### src/rtl/pipelined_prefix_addsub.sv
// Pipelined Kogge-Stone adder/subtractor with valid/ready handshake and tag sideband.
// Define PREFIX_ADDER_FLAGS_EN to add the registered zero/negative/overflow flag outputs.
module pipelined_prefix_addsub #(
  parameter int WIDTH       = 16,
  parameter int STAGE_SPLIT = 2,
  parameter int TAG_W       = 4
) (
  input  logic             clk,
  input  logic             rst,
  input  logic             in_valid,
  output logic             in_ready,
  input  logic [WIDTH-1:0] in_a,
  input  logic [WIDTH-1:0] in_b,
  input  logic             in_cin,
  input  logic             in_sub,
  input  logic [TAG_W-1:0] in_tag,
  output logic             out_valid,
  input  logic             out_ready,
  output logic [WIDTH-1:0] out_s,
  output logic             out_cout,
  output logic [TAG_W-1:0] out_tag
`ifdef PREFIX_ADDER_FLAGS_EN
  ,
  output logic             out_z,
  output logic             out_n,
  output logic             out_v
`endif
);

  localparam int LEVELS = $clog2(WIDTH);

  // Handshake: a transfer happens on valid & ready at either end. The only stall
  // source is a result the consumer refuses; it freezes every stage, bubbles included.
  logic stall;
  logic en;
  assign stall    = out_valid & ~out_ready;
  assign en       = ~stall;
  assign in_ready = en;

  logic [WIDTH-1:0] a_q;
  logic [WIDTH-1:0] b_q;
  logic             c0_q;
  logic             v0_q;
  logic [TAG_W-1:0] tag0_q;

  always_ff @(posedge clk) begin
    if (rst) begin
      a_q    <= '0;
      b_q    <= '0;
      c0_q   <= 1'b0;
      v0_q   <= 1'b0;
      tag0_q <= '0;
    end else if (en) begin
      a_q    <= in_a;
      b_q    <= in_sub ? ~in_b : in_b;
      c0_q   <= in_sub | in_cin;
      v0_q   <= in_valid;
      tag0_q <= in_tag;
    end
  end

  // Per-level inputs: running generate/propagate plus the bit propagates,
  // carry-in, valid and tag that ride along for the final sum.
  logic [WIDTH-1:0] g_b   [LEVELS];
  logic [WIDTH-1:0] p_b   [LEVELS];
  logic [WIDTH-1:0] p0_b  [LEVELS];
  logic             c0_b  [LEVELS];
  logic             v_b   [LEVELS];
  logic [TAG_W-1:0] tag_b [LEVELS];

  logic [WIDTH-1:0] p_init;
  logic [WIDTH-1:0] g_init;
  assign p_init   = a_q ^ b_q;
  assign g_init   = a_q & b_q;
  assign g_b[0]   = {g_init[WIDTH-1:1], g_init[0] | (p_init[0] & c0_q)};
  assign p_b[0]   = p_init;
  assign p0_b[0]  = p_init;
  assign c0_b[0]  = c0_q;
  assign v_b[0]   = v0_q;
  assign tag_b[0] = tag0_q;

  for (genvar lv = 0; lv < LEVELS; lv++) begin : g_level
    localparam int D = 1 << lv;
    // Shifting by D leaves zeros in the low D bits, so cells whose partner
    // would lie below bit 0 degrade to pass-through.
    logic [WIDTH-1:0] g_n;
    assign g_n = g_b[lv] | (p_b[lv] & (g_b[lv] << D));

    if (lv == LEVELS - 1) begin : g_final
      logic [WIDTH-1:0] s_n;
      assign s_n = p0_b[lv] ^ {g_n[WIDTH-2:0], c0_b[lv]};

      always_ff @(posedge clk) begin
        if (rst) begin
          out_valid <= 1'b0;
          out_s     <= '0;
          out_cout  <= 1'b0;
          out_tag   <= '0;
`ifdef PREFIX_ADDER_FLAGS_EN
          out_z     <= 1'b0;
          out_n     <= 1'b0;
          out_v     <= 1'b0;
`endif
        end else if (en) begin
          out_valid <= v_b[lv];
          out_s     <= s_n;
          out_cout  <= g_n[WIDTH-1];
          out_tag   <= tag_b[lv];
`ifdef PREFIX_ADDER_FLAGS_EN
          out_z     <= (s_n == '0);
          out_n     <= s_n[WIDTH-1];
          out_v     <= g_n[WIDTH-2] ^ g_n[WIDTH-1];
`endif
        end
      end
    end else begin : g_mid
      localparam logic [WIDTH-1:0] LOW = {WIDTH{1'b1}} >> (WIDTH - D);
      logic [WIDTH-1:0] p_n;
      assign p_n = p_b[lv] & ((p_b[lv] << D) | LOW);

      if (((lv + 1) % STAGE_SPLIT) == 0) begin : g_reg
        logic [WIDTH-1:0] g_q;
        logic [WIDTH-1:0] p_q;
        logic [WIDTH-1:0] p0_q;
        logic             c0_r;
        logic             v_q;
        logic [TAG_W-1:0] tag_q;

        always_ff @(posedge clk) begin
          if (rst) begin
            g_q   <= '0;
            p_q   <= '0;
            p0_q  <= '0;
            c0_r  <= 1'b0;
            v_q   <= 1'b0;
            tag_q <= '0;
          end else if (en) begin
            g_q   <= g_n;
            p_q   <= p_n;
            p0_q  <= p0_b[lv];
            c0_r  <= c0_b[lv];
            v_q   <= v_b[lv];
            tag_q <= tag_b[lv];
          end
        end

        assign g_b[lv+1]   = g_q;
        assign p_b[lv+1]   = p_q;
        assign p0_b[lv+1]  = p0_q;
        assign c0_b[lv+1]  = c0_r;
        assign v_b[lv+1]   = v_q;
        assign tag_b[lv+1] = tag_q;
      end else begin : g_pass
        assign g_b[lv+1]   = g_n;
        assign p_b[lv+1]   = p_n;
        assign p0_b[lv+1]  = p0_b[lv];
        assign c0_b[lv+1]  = c0_b[lv];
        assign v_b[lv+1]   = v_b[lv];
        assign tag_b[lv+1] = tag_b[lv];
      end
    end
  end

endmodule

### config.mk
export PLATFORM = sky130hd
export DESIGN_NAME = pipelined_prefix_addsub
export DESIGN_NICKNAME = d
export VERILOG_FILES = /design/src/rtl/pipelined_prefix_addsub.sv
export SDC_FILE = /design/constraint.sdc
export NUM_CORES = 1
export LEC_CHECK = 0
export ABC_AREA = 1
export CORE_ASPECT_RATIO = 0.7
export CORE_MARGIN = 2
export CORE_UTILIZATION = 40
export DETAILED_ROUTE_END_ITERATION = 10
export PLACE_DENSITY = 0.7
export SLEW_MARGIN = 20
export SYNTH_ARGS = -nofsm -noshare
export SYNTH_HDL_FRONTEND = slang
export SYNTH_SLANG_ARGS = --single-unit
export TNS_END_PERCENT = 50
### constraint.sdc
create_clock -name clk -period 1.3 [get_ports clk]
set_input_delay 0.325 -clock clk [delete_from_list [all_inputs] [get_ports clk]]
set_output_delay 0.325 -clock clk [all_outputs]
set_load 0.02 [all_outputs]
==> out/summary.txt, run 1 <==
=================================================================================
Run status                                                           finished, violations left
Violations in the final reports                                      negative setup slack
Clock slew at reported path FFs                                           0.08 ns
Chip Height                                                               96.7 um
Initial core utilization                                                    41.4%
Start point of the critical path                                     out_valid$_SDFFE_PP0N_
Crit-path slowest cell                                               sky130_fd_sc_hd__dfxtp_2
Placed Instance Area                                                     5770 um2
# clock sinks                                                                 110
All-layer global routing usage                                              19.3%
Power, Total                                                              7.73 mW
Detail-routed via count per cell                                             5.03
Number of endpoints with negative hold slack in the final report                0
Type of the worst setup path                                              reg2reg
Final routed wire length divided by cell count                            14.5 um
Post-synth ARST share                                                          0%
Worst slew margin                                                           78.7%
Cells on Worst Hold Path                                                        2
Count of flip-flops with a built-in enable after synthesis                      0
CTS Buf Count                                                                   9
Synth cell types                                                               25
Source-to-sink clock delay at the later pin of the worst-skew pair        0.35 ns
Initial antenna violation count                                                 0
Number of cells traversed by the worst register-to-register path                8
Synthesized area                                                         4910 um2
Bufs and invs on worst path                                                     5
Nets                                                                          777
Standby leakage power                                                     2.80 nW
Count of max-cap constraint violations                                          0
Vias in the first global route                                               4229
Delay-heaviest family, CP                                            buffers and inverters
Clock tree from TritonCTS                                                     yes
Cell area power density                                               1220 nW/um2
Die width                                                                  136 um
Syn avg cell area                                                        7.54 um2
Overflow left after global routing                                              0
Startpoint type of the worst setup path                                 flip-flop
Dominant cell type by count on the critical path                     sky130_fd_sc_hd__buf_12
Relative contribution of combinational cells to total power                 17.3%
Hold buffer count at CTS                                                        0
GRT met2 Usage                                                              29.2%
Post-synthesis net count                                                      709
Area of the die                                                         13200 um2
Final critical-path required period                                       1.33 ns
Start of the worst register-to-register path                         out_valid$_SDFFE_PP0N_
Sw power                                                                  2.18 mW
DRC violation total after the first TritonRoute iteration                     381
Type of the worst min-delay path                                          reg2reg
Post-synthesis register bit count                                             110
Cells after synthesis                                                         651
Post-route clock period utilization                                          102%
Yosys warns                                                                     0
Number of buffer cells added on primary ports                                  64
CP max FO                                                                       7
Global-route layer with the greatest usage                                   met2
CTS Root Cell                                                        sky130_fd_sc_hd__clkbuf_16
Count of boundary I/O pins                                                     65
Final number of setup-violating endpoints                                       8
Post-route design area                                                   6360 um2
Reg2Reg Setup Slack                                                      -0.03 ns
Wire length of the first global-routing pass                              20.5 mm
Switching power share of the total                                          28.2%
Commonest cells after routing, fill and taps aside                   sky130_fd_sc_hd__dfxtp_1, sky130_fd_sc_hd__nand2_1, sky130_fd_sc_hd__nor2_1, sky130_fd_sc_hd__inv_1, sky130_fd_sc_hd__o21ai_0
Maximum number of pins on one net before global-route repair                   57
Worst setup EP type                                                     flip-flop
Minimum setup slack after placement                                     -0.565 ns
Global-route track usage on met1                                            28.5%
GPL Wtd Cong                                                                0.873
Cell Rows                                                                      33
CP Data Arrival Time                                                      1.57 ns
Max Clock Freq                                                          0.754 GHz
Highest cell delay on the worst timing path                               0.34 ns
Placeable core region                                                   11900 um2
Predominant post-synthesis flop cell                                 sky130_fd_sc_hd__dfxtp_1
Total vias in the final route                                                4432
Worst path cell trace                                                nand2_4 -> buf_12 -> inv_6 -> buf_12 -> buf_12 -> buf_12 -> nor2_1 -> nor2_1
Endpoint, Worst Hold                                                 out_valid$_SDFFE_PP0N_
Startpoint of the worst hold path                                    g_level[1].g_mid.g_reg.v_q$_SDFFE_PP0N_
Critical Path RT                                                          1.54 ns
Final worst-path setup slack                                           -0.0263 ns
Measured slew at the worst slew-check pin                                0.319 ns
Relative contribution of the clock network to total power                   33.8%
Crit Reg-Reg Endpoint                                                a_q[6]$_SDFFE_PP0N_
Max Buffers Root-to-Sink                                                        2
Share of cells above drive strength 1                                       14.9%
Number of detailed-routing iterations run before antenna repair                 5
H-tree depth                                                                    3
Number of nets with antenna violations after detailed routing                   0
Wirelength, routed                                                        12.8 mm
DRC violations left                                                             0
Worst IR Drop VDD                                                        0.693 mV
Unrepaired setup endpoints after global routing                              true
Final Slew Violations                                                           0
Power share of the sequential group                                         48.9%
Met3 capacity usage during global routing                                   4.30%
Most common cell after layout, fill and taps aside                   sky130_fd_sc_hd__dfxtp_1
Internal cell power                                                       5.55 mW
Layout area overhead                                                        29.7%
Setup skew after layout                                                0.00746 ns
Seq/Total Area, Yosys                                                       44.9%
Number of diodes added for antenna fixing                                       0
Final HPWL DP                                                             8.39 mm
=================================================================================
layout make-up:
cell class	count	area, um2
clock inverters	7	57.6
repair buffers	95	1070
fillers	1106	5490
well taps	157	196
flip-flops and latches	110	2200
multi-input cells	432	2330
clock buffers	9	225
inverters	71	272
worst max path at each step:
stage | slack [ns] | endpoint | cells after the start
2_1_floorplan | 0.05 | in_ready | 3
3_3_place_gp | -0.57 | in_ready | 4
3_5_place_dp | -0.57 | in_ready | 4
4_1_cts | 0.0002 | out_s[5] | 1
5_1_grt | -0.07 | a_q[7]$_SDFFE_PP0N_ | 8
6_report | -0.03 | a_q[6]$_SDFFE_PP0N_ | 8
power by group through the flow:
stage | combinational (mW) | sequential (mW) | clock, mW
final | 1.34 | 3.78 | 2.62
after global routing | 1.48 | 3.81 | 2.81
after CTS | 1.26 | 3.77 | 2.67
after detailed placement | 1.25 | 3.85 | 0
after global placement | 1.23 | 3.84 | 0
after floorplan | 0.710 | 3.87 | 0
routing by layer:
metal,part of all wire [%],wire [um]
met2,44,5680
met3,6.1,778
met1,49,6280
met4,0.48,61
met5,0,0
state kept, by name, summed over array words and instances, names as in the netlist:
name                       count
out_cout                       1
g_level.g_mid.g_reg.p0_q      15
g_level.g_mid.g_reg.c0_r       1
c0_q                           1
g_level.g_mid.g_reg.tag_q      4
v0_q                           1
out_s                         16
g_level.g_mid.g_reg.p_q       13
g_level.g_mid.g_reg.v_q        1
g_level.g_mid.g_reg.g_q       16
out_tag                        4
a_q                           16
out_valid                      1
b_q                           16
tag0_q                         4
metrics by stage:
step / setup TNS, ns / hold WS (ns) / utilization (%) / instances
after floorplan: 0 / 0.429 / - / 651
after global placement: -42.18 / 0.438 / 48.7 / 855
after detailed placement: -43.83 / 0.451 / 48.7 / 855
after CTS: 0 / 0.457 / 52.0 / 873
after global routing: -0.851 / 0.495 / 53.7 / 881
final: -0.127 / 0.463 / 53.7 / 881
repair_timing:
item,in CTS,in global routing
pin swaps,0,5
gates cloned,2,3
endpoints found under the setup margin,106,44
gates resized for setup,84,65
buffers inserted,0,5
cell usage after synthesis, drive strengths merged, types with 2 or more instances:
cell | instances | area (um2)
dfxtp | 110 | 2200
nand2 | 95 | 372
o21ai | 88 | 440
nor2 | 78 | 298
a21oi | 71 | 355
inv | 71 | 267
nand3 | 45 | 225
buf | 32 | 215
xnor2 | 21 | 184
ha | 16 | 200
clkbuf | 6 | 23.8
a31oi | 4 | 25.0
nand4 | 4 | 25.0
o211ai | 3 | 22.5
o21bai | 3 | 22.5
nand3b | 2 | 15.0
worst reg2reg max path: cells and delay by family (launching register included):
family | cells | cell delay (ns)
AND/OR/NAND/NOR | 3 | 0.25
buffers and inverters | 5 | 0.61
flip-flops | 1 | 0.34
logic make-up after synthesis:
group / synth area share (%)
buffers and inverters: 10.3
adders and majority gates: 4.08
DFF: 44.9
and+or+nand+nor: 19.2
xor gates and xnor gates: 3.75
AOI/OAI and AO/OA: 17.8
No activity file was read; power rests on OpenSTA's default activity.
==> run 2, diff against run 1 <==
--- a/config.mk
+++ b/config.mk
@@ -8,9 +8,9 @@
 export ABC_AREA = 1
 export CORE_ASPECT_RATIO = 0.7
 export CORE_MARGIN = 2
-export CORE_UTILIZATION = 40
+export CORE_UTILIZATION = 55
 export DETAILED_ROUTE_END_ITERATION = 10
-export PLACE_DENSITY = 0.7
+export PLACE_DENSITY = 0.89
 export SLEW_MARGIN = 20
 export SYNTH_ARGS = -nofsm -noshare
 export SYNTH_HDL_FRONTEND = slang
==> run 2 against run 1 <==
  * The flow still finishes with violations (negative setup slack)
  * Sequential share of layout area up 0.72 points
  * Global-route usage grew 7.4 points
  * Clock power is 6% higher
  * Non-clock buffer count down 3
  * Worst setup slack got worse by 0.089 ns
  * Critical endpoint is now g_level[1].g_mid.g_reg.g_q[11]$_SDFFE_PP0N_
==> out/summary.txt, run 2 (same netlist as run 1, synthesis figures left out) <==
=================================================================================
Run status                                                           finished, violations left
Violations in the final reports                                      negative setup slack
Clock tree from TritonCTS                                                     yes
Worst slew margin                                                           79.4%
CP max FO                                                                       3
Commonest cells after routing, fill and taps aside                   sky130_fd_sc_hd__dfxtp_1, sky130_fd_sc_hd__nand2_1, sky130_fd_sc_hd__nor2_1, sky130_fd_sc_hd__o21ai_0, sky130_fd_sc_hd__a21oi_1
Number of buffer cells added on primary ports                                  64
Area used by multi-input combinational logic                             2280 um2
Cell area power density                                               1270 nW/um2
Standby leakage power                                                     2.76 nW
Final HPWL DP                                                             8.07 mm
Minimum setup slack after placement                                     -0.517 ns
Critical Path RT                                                          1.58 ns
All-layer global routing usage                                              26.7%
Power, Total                                                              7.92 mW
Final Slew Violations                                                           0
Detail-routed via count per cell                                             5.72
DRC violations left                                                             0
Cell count after placement                                                    817
Number of nets with antenna violations after detailed routing                   0
CTS Buf Count                                                                   9
Cell Rows                                                                      28
Max Buffers Root-to-Sink                                                        2
Final critical-path required period                                       1.42 ns
Chip Height                                                               83.0 um
Count of max-cap constraint violations                                          0
H-tree depth                                                                    3
Final routed wire length divided by cell count                            16.7 um
Max Clock Freq                                                          0.706 GHz
Most common cell after layout, fill and taps aside                   sky130_fd_sc_hd__dfxtp_1
DRC violation total after the first TritonRoute iteration                     523
Total vias in the final route                                                4807
Filler Cells Inserted                                                         610
Initial core utilization                                                    57.4%
Min Hold Slack                                                           0.473 ns
Final non-filler cell total                                                   841
Seq. cell area                                                           2200 um2
Final worst-path setup slack                                            -0.115 ns
Placed Instance Area                                                     5700 um2
Type of the worst min-delay path                                          reg2reg
Post-route clock period utilization                                          109%
Layout area overhead                                                        27.1%
Count of boundary I/O pins                                                     65
Measured slew at the worst slew-check pin                                0.308 ns
Nets                                                                          774
Worst setup EP type                                                     flip-flop
Unrepaired setup endpoints after global routing                              true
Overflow left after global routing                                              0
Total negative slack for setup checks                                   -0.271 ns
Wirelength, routed                                                        14.0 mm
# clock sinks                                                                 110
Vias in the first global route                                               4535
Type of the worst setup path                                              reg2reg
Utilization after layout                                                    73.0%
CTS Root Cell                                                        sky130_fd_sc_hd__clkbuf_16
Worst IR Drop VDD                                                        0.885 mV
Setup skew after layout                                                0.00859 ns
Clock slew at reported path FFs                                           0.07 ns
CP Data Arrival Time                                                      1.70 ns
Placeable core region                                                    8550 um2
Number of endpoints with negative hold slack in the final report                0
Number of detailed-routing iterations run before antenna repair                 5
Startpoint type of the worst setup path                                 flip-flop
Wire length of the first global-routing pass                              20.7 mm
Post-route design area                                                   6240 um2
Share of cells above drive strength 1                                       12.5%
Initial antenna violation count                                                 0
Source-to-sink clock delay at the later pin of the worst-skew pair        0.35 ns
Final number of setup-violating endpoints                                       5
Die width                                                                  117 um
Number of diodes added for antenna fixing                                       0
Maximum number of pins on one net before global-route repair                   35
GPL Wtd Cong                                                                0.864
Area of the die                                                          9700 um2
=================================================================================
==> run 2: cell count changes in the layout (fill, tap and decap cells not counted), sizes merged <==
cell           before  now
clkbuf             12   16
inv                73   71
buf                40   36
clkinv              2    1
clkinvlp            3    1
bufinv              0    1
clkdlybuf4s15       9   10
==> run 2: path summary, 6_finish.rpt <==
check        cells past startpoint  slack, ns                               startpoint                                          end
min                              2       0.47  g_level[1].g_mid.g_reg.v_q$_SDFFE_PP0N_                       out_valid$_SDFFE_PP0N_
min reg2reg                      2       0.47  g_level[1].g_mid.g_reg.v_q$_SDFFE_PP0N_                       out_valid$_SDFFE_PP0N_
max reg2reg                      5      -0.12                      a_q[9]$_SDFFE_PP0N_  g_level[1].g_mid.g_reg.g_q[11]$_SDFFE_PP0N_
max                              5      -0.12                      a_q[9]$_SDFFE_PP0N_  g_level[1].g_mid.g_reg.g_q[11]$_SDFFE_PP0N_
==> run 2: routing by layer <==
layer,global-route usage (%),part of all wire (%)
met5,0,0
met4,7.91,4.8
met3,6.57,7.0
met2,46.3,48
met1,32.5,40
==> run 2: report_power, final <==
part,internal [mW],switching [mW],total [mW]
Sequential,3.62,0.175,3.80
Clock,1.60,1.19,2.78
Combinational,0.601,0.744,1.34
==> run 2: critical path, stage by stage, from the launching register on <==
cell and delay [ns]:
sky130_fd_sc_hd__dfxtp_1 0.34, sky130_fd_sc_hd__ha_1 0.35, sky130_fd_sc_hd__inv_1 0.12, sky130_fd_sc_hd__o21ai_1 0.25
sky130_fd_sc_hd__nand3_1 0.14, sky130_fd_sc_hd__a21oi_1 0.16
==> run 2: area by class of cell <==
class                      instances  share of cell area (%)
clock buffer                      13                    4.17
clock inverter                     3                   0.682
inverter                          71                    4.31
multi-input combinational        432                    36.6
sequential                       110                    35.4
tap                              120                    2.41
timing repair buffer              92                    16.5
==> run 2: repair_timing <==
action | in CTS | in global routing
pin swaps | 0 | 3
endpoints found under the hold margin | 0 | 0
endpoints found under the setup margin | 83 | 37
hold buffers | 0 | 0
setup buffers | 3 | 0
gates resized for setup | 97 | 29
gates cloned | 2 | 3
==> run 3, diff against run 2 <==
==> constraint.sdc (replaced) <==
create_clock -name clk -period 1.3 [get_ports clk]
set_input_delay 0.13 -clock clk [delete_from_list [all_inputs] [get_ports clk]]
set_output_delay 0.13 -clock clk [all_outputs]
set_load 0.02 [all_outputs]
==> run 3 against run 2 <==
  * The run still ends with negative setup slack left
  * Worst setup slack better by 0.088 ns
  * Register-to-register slack improved by 0.09 ns
  * Utilization shrank 1.9 points
==> out/summary.txt, run 3 (same netlist as run 1, synthesis figures left out) <==
=================================================================================
All-layer global routing usage                                              26.5%
# clock sinks                                                                 110
Startpoint type of the worst setup path                                 flip-flop
Number of nets with antenna violations after detailed routing                   0
Type of the worst setup path                                              reg2reg
Cells on Worst Hold Path                                                        3
Cell area power density                                               1300 nW/um2
Final number of setup-violating endpoints                                       1
Clock slew at reported path FFs                                           0.07 ns
Total vias in the final route                                                4614
Type of the worst min-delay path                                           in2reg
Detail-routed via count per cell                                             5.53
Share of cells above drive strength 1                                       7.69%
Final critical-path required period                                       1.33 ns
Relative contribution of combinational cells to total power                 16.2%
Vias in the first global route                                               4557
Final non-filler cell total                                                   835
Run status                                                           finished, violations left
Number of diodes added for antenna fixing                                       0
Wire length of the first global-routing pass                              20.6 mm
Crit Reg-Reg Endpoint                                                g_level[1].g_mid.g_reg.g_q[9]$_SDFFE_PP0N_
CTS Buf Count                                                                   9
Worst IR Drop VDD                                                        0.791 mV
Standby leakage power                                                     2.74 nW
Worst slew margin                                                           80.5%
Violations in the final reports                                      negative setup slack
Number of cells traversed by the worst register-to-register path                7
Bufs and invs on worst path                                                     2
Filler Cells Inserted                                                         651
Worst path cell trace                                                ha_1 -> inv_1 -> o21ai_2 -> nand2_1 -> nand3_1 -> nand2_1 -> inv_1
Endpoint, Worst Hold                                                 tag0_q[3]$_SDFFE_PP0N_
Max Buffers Root-to-Sink                                                        2
H-tree depth                                                                    3
Maximum number of pins on one net before global-route repair                   56
DRC violation total after the first TritonRoute iteration                     404
Switching power share of the total                                          26.2%
Count of max-cap constraint violations                                          0
Nets                                                                          769
Placed Instance Area                                                     5720 um2
Placeable core region                                                    8550 um2
Hold buffer count at CTS                                                        0
Startpoint of the worst hold path                                       in_tag[3]
Internal cell power                                                       5.83 mW
Post-route design area                                                   6080 um2
Total negative slack for setup checks                                  -0.0278 ns
Chip Height                                                               83.0 um
Post-route clock period utilization                                          102%
Max Clock Freq                                                          0.753 GHz
Clock tree from TritonCTS                                                     yes
Final routed wire length divided by cell count                            15.0 um
CTS Root Cell                                                        sky130_fd_sc_hd__clkbuf_16
Number of endpoints with negative hold slack in the final report                0
CP Data Arrival Time                                                      1.57 ns
CP max FO                                                                       3
Initial core utilization                                                    57.4%
Critical Path RT                                                          1.54 ns
Measured slew at the worst slew-check pin                                0.292 ns
Area of the die                                                          9700 um2
Final worst-path setup slack                                           -0.0278 ns
Delay-heaviest family, CP                                             adder cells
Power share of the sequential group                                         47.9%
Commonest cells after routing, fill and taps aside                   sky130_fd_sc_hd__dfxtp_1, sky130_fd_sc_hd__nand2_1, sky130_fd_sc_hd__o21ai_0, sky130_fd_sc_hd__nor2_1
Setup skew after layout                                                0.00685 ns
Final HPWL DP                                                             8.60 mm
Reg2Reg Setup Slack                                                      -0.03 ns
Final Slew Violations                                                           0
Minimum setup slack after placement                                     -0.186 ns
Worst setup EP type                                                     flip-flop
Source-to-sink clock delay at the later pin of the worst-skew pair        0.35 ns
Cell count after placement                                                    819
Count of boundary I/O pins                                                     65
Cell Rows                                                                      28
Sw power                                                                  2.07 mW
Die width                                                                  117 um
GPL Wtd Cong                                                                0.840
Highest cell delay on the worst timing path                               0.33 ns
Overflow left after global routing                                              0
Number of detailed-routing iterations run before antenna repair                 5
Start of the worst register-to-register path                         a_q[9]$_SDFFE_PP0N_
Worst path depth                                                                7
Most common cell after layout, fill and taps aside                   sky130_fd_sc_hd__dfxtp_1
Wirelength, routed                                                        12.6 mm
Crit-path slowest cell                                               sky130_fd_sc_hd__ha_1
Layout area overhead                                                        23.9%
Number of buffer cells added on primary ports                                  64
DRC violations left                                                             0
Initial antenna violation count                                                 0
Relative contribution of the clock network to total power                   35.8%
=================================================================================
## run 3: changes by cell type in the layout (fill, tap and decap cells not counted), moves of 4 or more
cell                              delta
sky130_fd_sc_hd__dlygate4sd2_1      +22
sky130_fd_sc_hd__buf_2              -12
sky130_fd_sc_hd__clkdlybuf4s15_2    -10
sky130_fd_sc_hd__o21ai_0             +9
sky130_fd_sc_hd__o21ai_1             -7
sky130_fd_sc_hd__buf_4               +4
## run 3: per-stage QoR
stage | utilization (%) | power, mW | hold WS (ns)
2_1_floorplan | - | 4.58 | 0.265
3_3_place_gp | 66.9 | 5.03 | 0.449
3_5_place_dp | 66.9 | 5.10 | 0.463
4_1_cts | 70.2 | 7.85 | 0.359
5_1_grt | 71.1 | 8.20 | 0.382
6_report | 71.1 | 7.90 | 0.361
## run 3: metal layers
metal	vias to the layer above	routed length, um	share of wire (%)	track usage [%]
li1	2236	-	-	-
met1	2165	5160	41	32.0
met2	179	6320	50	45.3
met3	34	689	5.5	6.50
met4	0	386	3.1	9.63
met5	-	0	0	0
## run 3: layout make-up
class	count	area [um2]	area share, %
clock buffers	12	267	4.39
clock inverters	3	42.5	0.700
inverters	71	267	4.39
multi-input cells	432	2260	37.2
flip-flops and latches	110	2200	36.3
well taps	120	150	2.47
repair buffers	87	885	14.6
## run 3: worst max-delay path by stage
stage,start,slack [ns],to
global route,a_q[9]$_SDFFE_PP0N_,-0.05,g_level[1].g_mid.g_reg.g_q[9]$_SDFFE_PP0N_
detailed placement,out_ready,-0.19,in_ready
CTS,out_valid$_SDFFE_PP0N_,0.01,in_ready
global placement,out_ready,-0.17,in_ready
floorplan,out_valid$_SDFFE_PP0N_,0.13,out_s[5]$_SDFFE_PP0N_
finish,a_q[9]$_SDFFE_PP0N_,-0.03,g_level[1].g_mid.g_reg.g_q[9]$_SDFFE_PP0N_
## run 3: power by group through the flow
stage                     sequential [mW]  clock (mW)  combinational (mW)
final                                3.79        2.83                1.28
after CTS                            3.77        2.85                1.23
after global placement               3.83           0                1.20
after floorplan                      3.87           0               0.710
after detailed placement             3.85           0                1.25
after global routing                 3.81        2.98                1.41
## run 3: worst reg2reg max path: stages (launching register included)
cell,delay [ns]
sky130_fd_sc_hd__dfxtp_1,0.32
sky130_fd_sc_hd__ha_1,0.33
sky130_fd_sc_hd__inv_1,0.14
sky130_fd_sc_hd__o21ai_2,0.09
sky130_fd_sc_hd__nand2_1,0.07
sky130_fd_sc_hd__nand3_1,0.10
sky130_fd_sc_hd__nand2_1,0.12
sky130_fd_sc_hd__inv_1,0.06
## run 3: timing repair
action	CTS	global route
pin swaps	0	4
buffers inserted	0	1
cloned	0	0
resized for setup	24	13
setup endpoints to repair	25	11
